### src/rtl/cii_term_writer_pkg.sv
// Shared constants, state type and small helpers for the character-table
// write controller of the character-input display.
package cii_pkg;

    localparam int CII_COLS = 70;
    localparam int CII_ROWS = 30;
    localparam int CII_X_W  = 7;
    localparam int CII_Y_W  = 5;

    localparam logic [7:0] CII_BLANK   = 8'h00;
    localparam logic [7:0] ASCII_BS    = 8'h08;
    localparam logic [7:0] ASCII_LF    = 8'h0A;
    localparam logic [7:0] ASCII_FF    = 8'h0C;
    localparam logic [7:0] ASCII_CR    = 8'h0D;
    localparam logic [7:0] ASCII_SPACE = 8'h20;
    localparam logic [7:0] ASCII_TILDE = 8'h7E;

    typedef enum logic [1:0] {
        CLR_ALL,
        IDLE,
        CLR_LINE
    } cii_wr_state_t;

    // Row after y, wrapping explicitly from the last row back to the top.
    function automatic logic [CII_Y_W-1:0] cii_next_row(input logic [CII_Y_W-1:0] y,
                                                         input int rows);
        return (y == CII_Y_W'(rows - 1)) ? '0 : y + CII_Y_W'(1);
    endfunction

    function automatic logic cii_is_printable(input logic [7:0] c);
        return (c >= ASCII_SPACE) && (c <= ASCII_TILDE);
    endfunction

endpackage

### src/rtl/cii_term_writer_if.sv
// Keyboard-to-controller code stream: valid/ready handshake carrying one
// ASCII code per transfer.
interface cii_term_writer_if;

    logic       in_valid;
    logic [7:0] in_ascii;
    logic       in_ready;

    modport master (output in_valid, output in_ascii, input in_ready);
    modport slave  (input in_valid, input in_ascii, output in_ready);

endinterface

### src/rtl/cii_term_writer_sweeper.sv
// Cell sweep generator shared by full-screen and single-row clears; start
// presents the first cell in the same cycle so a clear begins without a bubble.
module cii_clear_sweeper
    import cii_pkg::*;
#(
    parameter int COLS = CII_COLS,
    parameter int ROWS = CII_ROWS
) (
    input  logic               clk,
    input  logic               rst,
    input  logic               start_i,
    input  logic               step_i,
    input  logic               row_mode_i,
    input  logic [CII_Y_W-1:0] start_row_i,
    output logic [CII_X_W-1:0] x_o,
    output logic [CII_Y_W-1:0] y_o,
    output logic               done_o
);

    logic [CII_X_W-1:0] x_q, x_d;
    logic [CII_Y_W-1:0] y_q, y_d;
    logic               row_mode_q, row_mode_d;
    logic               cur_mode;
    logic               last_col;

    always_comb begin
        // NOTE: every signal gets a default before any branch so no path infers a latch.
        x_d        = x_q;
        y_d        = y_q;
        row_mode_d = row_mode_q;

        x_o      = start_i ? '0 : x_q;
        y_o      = start_i ? (row_mode_i ? start_row_i : '0) : y_q;
        cur_mode = start_i ? row_mode_i : row_mode_q;
        last_col = (x_o == CII_X_W'(COLS - 1));
        done_o   = last_col && (cur_mode || (y_o == CII_Y_W'(ROWS - 1)));

        if (start_i) begin
            row_mode_d = row_mode_i;
        end
        if (step_i) begin
            x_d = last_col ? '0 : x_o + CII_X_W'(1);
            y_d = last_col ? cii_next_row(y_o, ROWS) : y_o;
        end else if (start_i) begin
            x_d = x_o;
            y_d = y_o;
        end
    end

    always_ff @(posedge clk) begin
        // NOTE: non-blocking assignments so every register samples pre-edge values.
        if (rst) begin
            x_q        <= '0;
            y_q        <= '0;
            row_mode_q <= 1'b0;
        end else begin
            x_q        <= x_d;
            y_q        <= y_d;
            row_mode_q <= row_mode_d;
        end
    end

endmodule

### src/rtl/cii_term_writer.sv
// Sole master of the character-table write port: decodes keyboard codes,
// keeps the text cursor and sequences screen/line clears and backspace erase.
module cii_term_writer
    import cii_pkg::*;
#(
    parameter int         COLS  = CII_COLS,
    parameter int         ROWS  = CII_ROWS,
    parameter logic [7:0] BLANK = CII_BLANK
) (
    input  logic               clk,
    input  logic               rst,
    cii_term_writer_if.slave   key_if,
    output logic               we,
    output logic [CII_X_W-1:0] char_x_we,
    output logic [CII_Y_W-1:0] char_y_we,
    output logic [7:0]         ascii_we,
    output logic [CII_X_W-1:0] cursor_x,
    output logic [CII_Y_W-1:0] cursor_y,
    output logic               busy
);

    localparam logic [CII_X_W-1:0] X_LAST = CII_X_W'(COLS - 1);

    cii_wr_state_t      state_q, state_d;
    logic               we_q, we_d;
    logic [CII_X_W-1:0] wx_q, wx_d;
    logic [CII_Y_W-1:0] wy_q, wy_d;
    logic [7:0]         wd_q, wd_d;
    logic [CII_X_W-1:0] cx_q, cx_d;
    logic [CII_Y_W-1:0] cy_q, cy_d;
    logic               rdy_q, rdy_d;
    logic               busy_q, busy_d;

    logic               sw_start, sw_step, sw_row_mode, sw_done;
    logic [CII_Y_W-1:0] sw_row, sw_y;
    logic [CII_X_W-1:0] sw_x;
    logic               accept;

    cii_clear_sweeper #(.COLS(COLS), .ROWS(ROWS)) u_sweeper (
        .clk         (clk),
        .rst         (rst),
        .start_i     (sw_start),
        .step_i      (sw_step),
        .row_mode_i  (sw_row_mode),
        .start_row_i (sw_row),
        .x_o         (sw_x),
        .y_o         (sw_y),
        .done_o      (sw_done)
    );

    assign accept = key_if.in_valid && rdy_q;

    always_comb begin
        state_d     = state_q;
        we_d        = 1'b0;
        wx_d        = wx_q;
        wy_d        = wy_q;
        wd_d        = wd_q;
        cx_d        = cx_q;
        cy_d        = cy_q;
        sw_start    = 1'b0;
        sw_step     = 1'b0;
        sw_row_mode = 1'b1;
        sw_row      = cii_next_row(cy_q, ROWS);

        case (state_q)
            CLR_ALL, CLR_LINE: begin
                sw_step = 1'b1;
                we_d    = 1'b1;
                wx_d    = sw_x;
                wy_d    = sw_y;
                wd_d    = BLANK;
                if (sw_done) begin
                    state_d = IDLE;
                    if (state_q == CLR_ALL) begin
                        cx_d = '0;
                        cy_d = '0;
                    end
                end
            end
            IDLE: begin
                if (accept) begin
                    if (cii_is_printable(key_if.in_ascii)) begin
                        we_d = 1'b1;
                        wx_d = cx_q;
                        wy_d = cy_q;
                        wd_d = key_if.in_ascii;
                        if (cx_q == X_LAST) begin
                            // Own cell is written now; the sweeper is only armed,
                            // so the line clear follows one cycle later.
                            cx_d     = '0;
                            cy_d     = sw_row;
                            sw_start = 1'b1;
                            state_d  = CLR_LINE;
                        end else begin
                            cx_d = cx_q + CII_X_W'(1);
                        end
                    end else begin
                        case (key_if.in_ascii)
                            ASCII_LF, ASCII_CR: begin
                                cx_d     = '0;
                                cy_d     = sw_row;
                                sw_start = 1'b1;
                                sw_step  = 1'b1;
                                we_d     = 1'b1;
                                wx_d     = sw_x;
                                wy_d     = sw_y;
                                wd_d     = BLANK;
                                state_d  = CLR_LINE;
                            end
                            ASCII_BS: begin
                                if (cx_q != '0) begin
                                    cx_d = cx_q - CII_X_W'(1);
                                    we_d = 1'b1;
                                    wx_d = cx_q - CII_X_W'(1);
                                    wy_d = cy_q;
                                    wd_d = BLANK;
                                end else if (cy_q != '0) begin
                                    cx_d = X_LAST;
                                    cy_d = cy_q - CII_Y_W'(1);
                                    we_d = 1'b1;
                                    wx_d = X_LAST;
                                    wy_d = cy_q - CII_Y_W'(1);
                                    wd_d = BLANK;
                                end
                            end
                            ASCII_FF: begin
                                sw_start    = 1'b1;
                                sw_row_mode = 1'b0;
                                sw_step     = 1'b1;
                                we_d        = 1'b1;
                                wx_d        = sw_x;
                                wy_d        = sw_y;
                                wd_d        = BLANK;
                                state_d     = CLR_ALL;
                            end
                            default: ;
                        endcase
                    end
                end
            end
            default: state_d = CLR_ALL;
        endcase

        rdy_d  = (state_d == IDLE);
        busy_d = (state_d != IDLE);
    end

    always_ff @(posedge clk) begin
        if (rst) begin
            state_q <= CLR_ALL;
            we_q    <= 1'b0;
            wx_q    <= '0;
            wy_q    <= '0;
            wd_q    <= '0;
            cx_q    <= '0;
            cy_q    <= '0;
            rdy_q   <= 1'b0;
            busy_q  <= 1'b1;
        end else begin
            state_q <= state_d;
            we_q    <= we_d;
            wx_q    <= wx_d;
            wy_q    <= wy_d;
            wd_q    <= wd_d;
            cx_q    <= cx_d;
            cy_q    <= cy_d;
            rdy_q   <= rdy_d;
            busy_q  <= busy_d;
        end
    end

    assign key_if.in_ready = rdy_q;
    assign we        = we_q;
    assign char_x_we = wx_q;
    assign char_y_we = wy_q;
    assign ascii_we  = wd_q;
    assign cursor_x  = cx_q;
    assign cursor_y  = cy_q;
    assign busy      = busy_q;

endmodule

### src/flat_wrapper.sv
// flat-port wrapper written by rule: the top's interface ports become plain ports
module cii_term_writer_flat import cii_pkg::*;
#(
    parameter int         COLS  = CII_COLS,
    parameter int         ROWS  = CII_ROWS,
    parameter logic [7:0] BLANK = CII_BLANK
)
  (clk, rst, we, char_x_we, char_y_we, ascii_we, cursor_x, cursor_y, busy, key_if_in_valid, key_if_in_ascii, key_if_in_ready);
  cii_term_writer_if key_if_i ();
  input  logic clk;
  input  logic rst;
  output logic we;
  output logic [CII_X_W-1:0] char_x_we;
  output logic [CII_Y_W-1:0] char_y_we;
  output logic [7:0] ascii_we;
  output logic [CII_X_W-1:0] cursor_x;
  output logic [CII_Y_W-1:0] cursor_y;
  output logic busy;
  input wire logic [$bits(key_if_i.in_valid)-1:0] key_if_in_valid;
  input wire logic [$bits(key_if_i.in_ascii)-1:0] key_if_in_ascii;
  output wire logic [$bits(key_if_i.in_ready)-1:0] key_if_in_ready;
  assign key_if_i.in_valid = key_if_in_valid;
  assign key_if_i.in_ascii = key_if_in_ascii;
  assign key_if_in_ready = key_if_i.in_ready;
  cii_term_writer #(.COLS(COLS), .ROWS(ROWS), .BLANK(BLANK)) u_core (.clk(clk), .rst(rst), .key_if(key_if_i), .we(we), .char_x_we(char_x_we), .char_y_we(char_y_we), .ascii_we(ascii_we), .cursor_x(cursor_x), .cursor_y(cursor_y), .busy(busy));
endmodule
### config.mk
export PLATFORM = sky130hd
export DESIGN_NAME = cii_term_writer_flat
export DESIGN_NICKNAME = d
export VERILOG_FILES = /design/src/rtl/cii_term_writer_pkg.sv /design/src/rtl/cii_term_writer_if.sv /design/src/rtl/cii_term_writer_sweeper.sv /design/src/rtl/cii_term_writer.sv /design/src/flat_wrapper.sv
export SDC_FILE = /design/constraint.sdc
export NUM_CORES = 1
export LEC_CHECK = 0
export ABC_CLOCK_PERIOD_IN_PS = 6100
export CORE_UTILIZATION = 50
export DETAILED_ROUTE_END_ITERATION = 10
export PLACE_DENSITY_LB_ADDON = 0.15
export REMOVE_ABC_BUFFERS = 1
export SLEW_MARGIN = 15
export SYNTH_ARGS = -nofsm -noshare
export SYNTH_HDL_FRONTEND = slang
export SYNTH_SLANG_ARGS = --single-unit
export TNS_END_PERCENT = 10
### constraint.sdc
create_clock -name clk -period 6.1 [get_ports clk]
set_clock_uncertainty 0.15 [all_clocks]
set_input_delay 1.83 -clock clk [delete_from_list [all_inputs] [get_ports clk]]
set_output_delay 1.83 -clock clk [all_outputs]
set_load 0.005 [all_outputs]
# [Yosys cells after proc, flatten, opt, wreduce, memory -nomap -nowiden]
# Cells that the tools add are included.
[totals] output_inout_bits=35 wordCells=125 regBits=50 ramBits=0 latchBits=0 mem_bits_ro=0 inputBits=11 memories=0
[op_classes] n_div=0 n_addsub=6 shift=0 order_cmp=2 multipliers=0 n_reduce_logical=15 eq_ne=21 bitwise=0 muxes=69
[op_table] cell="2-to-1 mux 7 bit" n=13
[op_table] cell="2-to-1 mux 5 bit" n=17
[op_table] cell="case mux 7 bit (2 select lines)" n=4
[op_table] cell="case mux 5 bit (2 select lines)" n=4
[op_table] cell="equality test 8 x 4 -> 1 bit (second input constant)" n=4
[op_table] cell="2-to-1 mux 8 bit" n=4
[op_table] cell="case mux 8 bit (2 select lines)" n=2
[op_table] cell="2-to-1 mux 1 bit" n=16
[op_table] cell="adder 7 x 1 -> 7 bit (second input constant)" n=2
[op_table] cell="equality test 7 bit (second input constant)" n=2
[op_table] cell="!= test 4 x 2 -> 1 bit (second input constant)" n=3
[op_table] cell="adder 5 x 1 -> 5 bit (second input constant)" n=2
[op_table] cell="equality test 5 bit (second input constant)" n=2
[op_table] cell=">= comparator 8 x 6 -> 1 bit (second input constant)" n=1
[op_table] cell="less-or-equal comparator 8 x 7 -> 1 bit (second input constant)" n=1
[op_table] cell="2-to-1 mux 2 bit" n=4
[op_table] cell="!= test 2 x 1 -> 1 bit (second input constant)" n=4
[op_table] cell="case mux 2 bit (2 select lines)" n=2
[op_table] cell="AND reduction 8 bit" n=1
[op_table] cell="nonzero test 7 bit" n=1
[op_table] cell="subtractor 7 x 1 -> 7 bit (second input constant)" n=1
[op_table] cell="case mux 1 bit (2 select lines)" n=3
[op_table] cell="AND reduction 6 bit" n=1
[op_table] cell="!= test 5 x 2 -> 1 bit (second input constant)" n=1
[op_table] cell="other kinds (13)" n=18

# [Depth between registers and ports, before layout]
# Gate-level depths: netlist of the first run.
[depth] depth_word=13 depth_mapped=17

# [Cells and area by module]
# From an unflattened synthesis of the first run, not the netlist that was laid out.
[hier_totals] hier_cells=448 area_unflattened_um2=3555.9
[by_module_without_submodules] module="cii_term_writer" area_per_inst_um2=2671.3 instances=1 cells_each=336
[by_module_without_submodules] module="cii_clear_sweeper" area_per_inst_um2=884.6 instances=1 cells_each=112

# [Least setup slack after synthesis of the first run]
# Ideal clock, no wire load.
[synth_path] path_kind="input to register" startpoint="input port key_if_in_ascii[4]" endpoint="register u_core.cx_q[2], in the netlist u_core.cursor_x[2]" t_arrival_ns=4.575 setup_time_ns=0.122 n_path_buf=3 path_stages=14 path_slack_ns=1.254 t_required_ns=5.828 path_cell_list="buf_4 -> nor4_1 -> o2111ai_1 -> o21a_1 -> buf_6 -> nand2_1 -> ha_1 -> nor2b_1 -> nand3_1 -> nor3_1 -> nor2_4 -> and2_4 -> buf_6 -> o311a_1"
[synth_between] elab_chain_len=12
[synth_rtl] item="start, declared" line_no="flat_wrapper.sv:20" source="input wire logic [$bits(key_if_i.in_ascii)-1:0] key_if_in_ascii;"
[synth_rtl] item=">= comparator 8 x 6 -> 1 bit (tied with other cells)" line_no="cii_term_writer_pkg.sv:31" source="return (c >= ASCII_SPACE) && (c <= ASCII_TILDE);"
[synth_rtl] item="logical AND 1 bit (tied with other cells)" line_no="cii_term_writer_pkg.sv:31"
[synth_rtl] item="2-to-1 mux 1 bit (on tied branches)" line_no="cii_term_writer.sv:83, cii_term_writer.sv:99"
[synth_rtl] item="2-to-1 mux 1 bit (on tied branches)" line_no="cii_term_writer.sv:82, cii_term_writer.sv:83"
[synth_rtl] item="2-to-1 mux 1 bit (on tied branches)" line_no="cii_term_writer.sv:66, cii_term_writer.sv:82"
[synth_rtl] item="2-to-1 mux 5 bit or 2-to-1 mux 1 bit (tied branches)" line_no="cii_term_writer_sweeper.sv:33, cii_term_writer.sv:66"
[synth_rtl] item="2-to-1 mux 5 bit" line_no="cii_term_writer_sweeper.sv:33" source="y_o = start_i ? (row_mode_i ? start_row_i : '0) : y_q;"
[synth_rtl] item="equality test 5 bit" line_no="cii_term_writer_sweeper.sv:36" source="done_o = last_col && (cur_mode || (y_o == CII_Y_W'(ROWS - 1)));"
[synth_rtl] item="logical OR 1 bit" line_no="cii_term_writer_sweeper.sv:36"
[synth_rtl] item="logical AND 1 bit" line_no="cii_term_writer_sweeper.sv:36"
[synth_rtl] item="!= test 2 x 1 -> 1 bit (no line)"
[synth_rtl] item="AND reduction 6 bit (no line)"
[synth_rtl] item="end signal, assigned" line_no="cii_term_writer.sv:156" source="cx_q <= '0;"
[synth_rtl] item="end signal, assigned" line_no="cii_term_writer.sv:166" source="cx_q <= cx_d;"
[synth_rtl] item="end, declared" line_no="cii_term_writer.sv:29" source="logic [CII_X_W-1:0] cx_q, cx_d;"
# Several ways; a longest one is shown, not always the timed one. The select of a mux whose other input is x is not followed.
# A chain may end at the register's enable or synchronous reset.

# [Worst setup path after layout of the first run]
# Same ends and word-level chain as after synthesis.

==> metrics.md, run 1 <==
| Metric | Value |
|---|---|
| Status | complete, but fails checks |
| Violated checks | design-rule violations |
| Layout cell share with drive strength beyond 1 | 7.89% |
| Clock tree from TritonCTS | yes |
| 1st-pass router iterations | 8 |
| Full die area | around 0.007 mm^2 |
| Post-synthesis sequential area ratio | between 20% and 30% |
| I/O Pins | 46 |
| Max_slew headroom | 32.0% |
| Layout overhead on the synthesized area | 15.8% |
| Final Non-Filler Cells | 546 |
| CP startpoint | key_if_in_ascii[4] |
| Crit path launch type | primary input |
| Origin of the critical flop-to-flop path | u_core.cursor_x[3] |
| Synth Cell Area | 0.00340 mm^2 |
| Root Driver | clkbuf_8 |
| Vias | ~3500 |
| Clk sinks | 50 |
| Period minus WS final | about 5500 ps |
| First-iteration detailed-routing DRC count | about 270 |
| Post-CTS Resized | 0 |
| Effective utilization at floorplan | 52.6% |
| RePlAce Congestion | 1.07 |
| Synth warnings | 0 |
| Final global-route overflow total | 0 |
| Remaining DRCs | 5 |
| Max Root-Sink Buffers | 2 |
| Initial antenna violation count | 0 |
| Largest net degree at the start of global routing | 27 |
| Vias in the first global route | roughly 3300 |
| Area leader, netlist | dfxtp_1 |
| Placed Instances | ~540 |
| Leakage | ~1.4 nW |
| Crit-path slowest cell | o21ai_2 |
| Fmax | roughly 180 MHz |
| Worst setup path end | u_core.cursor_x[2] |
| Site Rows | 29 |
| Async SR Flop Fraction | 0% |
| Pwr/cell area | 148 mW/mm^2 |
| Post-Syn Area per Cell | 7.72 um^2 |
| R2r endpoint | u_core.cursor_x[2] |
| Skew-Pair Late Insertion Delay | roughly 320 ps |
| Flop2flop setup slack | between 2000 and 2500 ps |
| Most frequent CP cell | and2_1 |
| Synthesized flop and latch total | 50 |
| Delay of the slowest critical-path stage | about 560 ps |
| Fin crit share | roughly nine tenths |
| Total track usage | 29.6% |
| Final nets | 490 |
| Post-CTS Repair Setup Buffers | 0 |
| Final hold vios | 0 |
| CP Max Fanout | 16 |
| CP Cell Sequence | clkdlybuf4s50_1, buf_4, nand4_1, o21ai_2, o21a_1, and2_1, ha_1, nor2b_1, and3_1, and2_1, nand3_1, nand4bb_1, and2_4, o311a_1 |
| Mapped Cells | 440 |
| Core Area | between 0.006 and 0.007 mm^2 |
| Top FF cell, synth | dfxtp_1 |
| WL/cell | between 15 and 20 um |
| Synth area leaders | dfxtp_1 (29%), a21oi_1 (5.0%), nor2_1 (4.9%), nand2_1 (4.5%), ha_1 (4.1%) |
| Hold Crit Class | reg -> reg |
| FF-to-FF path depth | 13 |
| Most frequent cells in the layout | dfxtp_1 (50), clkdlybuf4s50_1 (45), nor2_1 (44) |
| ANT cells | 0 |
| Setup_tns | 0 ps |
| CP endpoint kind | flop |
| Chip width | roughly 84 um |
| Least-Margin Pin Slew | between 1000 and 1500 ps |
| Setup violations, final | 0 |
| Post-CTS Hold Buffers | 0 |
| Number of buffers created by CTS | 5 |
| Commonest non-fill, non-tap cell in the layout | dfxtp_1 |
| RSZ-0062 raised after global routing | no |
| Synth top area share | approximately 29% |
| Final wirelength | around 10 mm |
| CP required | approximately 6000 ps |
| Final slew viol count | 0 |
| Via-to-Cell Ratio | 6.49 |
| Max Cap Viol | 0 |
| Final ANT Viol Nets | 0 |
| Post-synth EDFFs | 0 |
| Worst setup path class | in -> reg |
| Synth cell types | between 60 and 70 |
| Post-DP HPWL | 7.25 mm |
| WP data arrival | approximately 5600 ps |
| Clock transition at path regs | 100 ps |
| First-pass GRT wire length | ~17 mm |
| Worst IR Drop VDD | ~0.000096 V |
| H-tree depth | 2 |
| Die Height | around 84 um |
| IO Port Bufs | 45 |
[where the power goes]
part / total [mW] / leakage (nW) / internal, mW / switching, mW
Clock: 0.202 / 0.0441 / 0.0809 / 0.121
Sequential: 0.332 / 0.404 / 0.329 / 0.00253
Combinational: 0.0473 / 0.965 / 0.0191 / 0.0282
Total: 0.581 / 1.41 / 0.429 / 0.152
[flip-flops by register name, summed over array words and instances (netlist names)]
signal / flops
u_core.ascii_we: 8
u_core.busy: 1
u_core.char_x_we: 7
u_core.char_y_we: 5
u_core.cursor_x: 7
u_core.cursor_y: 5
u_core.key_if.in_ready: 1
u_core.state_q: 2
u_core.u_sweeper.row_mode_q: 1
u_core.u_sweeper.x_q: 7
u_core.u_sweeper.y_q: 5
u_core.we: 1
[stage by stage]
stage                     worst slack (ps)  power, mW  utilization [%]  hold slack [ps]  cell area, um^2
after global placement                 517      0.385             59.5              288             3840
after floorplan                       1350      0.361                -              292             3240
final                                  602      0.581             60.9              305             3930
after CTS                              686      0.583             60.9              309             3930
after global routing                   348      0.600             60.9              325             3930
after detailed placement               387      0.386             59.5              295             3840
[cell families after synthesis]
| group | after synthesis | share of synthesized area, % |
|---|---|---|
| adder cells (fa/ha/maj) | 11 | 4.05 |
| AND/OR/NAND/NOR | 194 | 29.8 |
| multiplexers | 7 | 2.10 |
| buffers and inverters | 41 | 5.63 |
| XOR/XNOR | 7 | 1.80 |
| AO/OA/AOI/OAI | 130 | 27.2 |
| flip-flops | 50 | 29.5 |
[Yosys cell counts, types with 4 or more instances]
cell,number
a21oi_1,34
and3_1,8
nor4_1,4
dfxtp_1,50
nand3_1,23
o21ai_0,17
o211ai_1,10
and2_1,5
nand3b_1,4
buf_2,6
clkbuf_1,20
nor2_1,44
xor2_1,4
nand2b_1,6
o22ai_1,4
a221oi_1,5
or3_1,6
nand2_1,41
o32ai_1,4
ha_1,11
nand4_1,10
nor3_1,22
mux2i_1,6
a21o_1,4
inv_1,10
a211oi_1,10
[worst min-delay path by stage]
| stage | to | from | cells after the start | slack [ps] |
|---|---|---|---|---|
| floorplan | u_core.ascii_we[0] | u_core.ascii_we[0] | 2 | 290 |
| global placement | u_core.ascii_we[5] | u_core.ascii_we[5] | 2 | 290 |
| detailed placement | u_core.ascii_we[3] | u_core.ascii_we[3] | 2 | 290 |
| CTS | u_core.ascii_we[3] | u_core.ascii_we[3] | 2 | 310 |
| global route | u_core.ascii_we[6] | u_core.ascii_we[6] | 2 | 320 |
| finish | u_core.ascii_we[3] | u_core.ascii_we[3] | 2 | 300 |
[critical path, delay by kind of cell]
| family | cells | cell delay, ps |
|---|---|---|
| simple gates | 8 | 1710 |
| compound gates | 3 | 1150 |
| buf+inv | 2 | 690 |
| fa+ha+maj | 1 | 180 |
[area by class of cell]
type                       instances  area (um^2)
fill                             610         2520
multi-input combinational        349         2210
sequential                        50         1000
timing repair buffer              52          503
tap                               77         96.3
clock buffer                       5         68.8
inverter                          10         37.5
clock inverter                     3         21.3
[per-layer routing]
layer  global-route usage [%]  wire, um  vias to the layer above
li1                         -         -                     1697
met1                     41.7      4500                     1691
met2                     47.3      4500                      146
met3                     5.41       839                       12
met4                     6.93       117                        0
met5                        0         0                        -
No activity file was read; power rests on OpenSTA's default activity.
==> run 2, diff against run 1 <==
Settings changed: GPL_TIMING_DRIVEN from default to 1.
==> results of run 2 <==
Same layout as run 1: the final DEF is identical, and so are final timing and power.
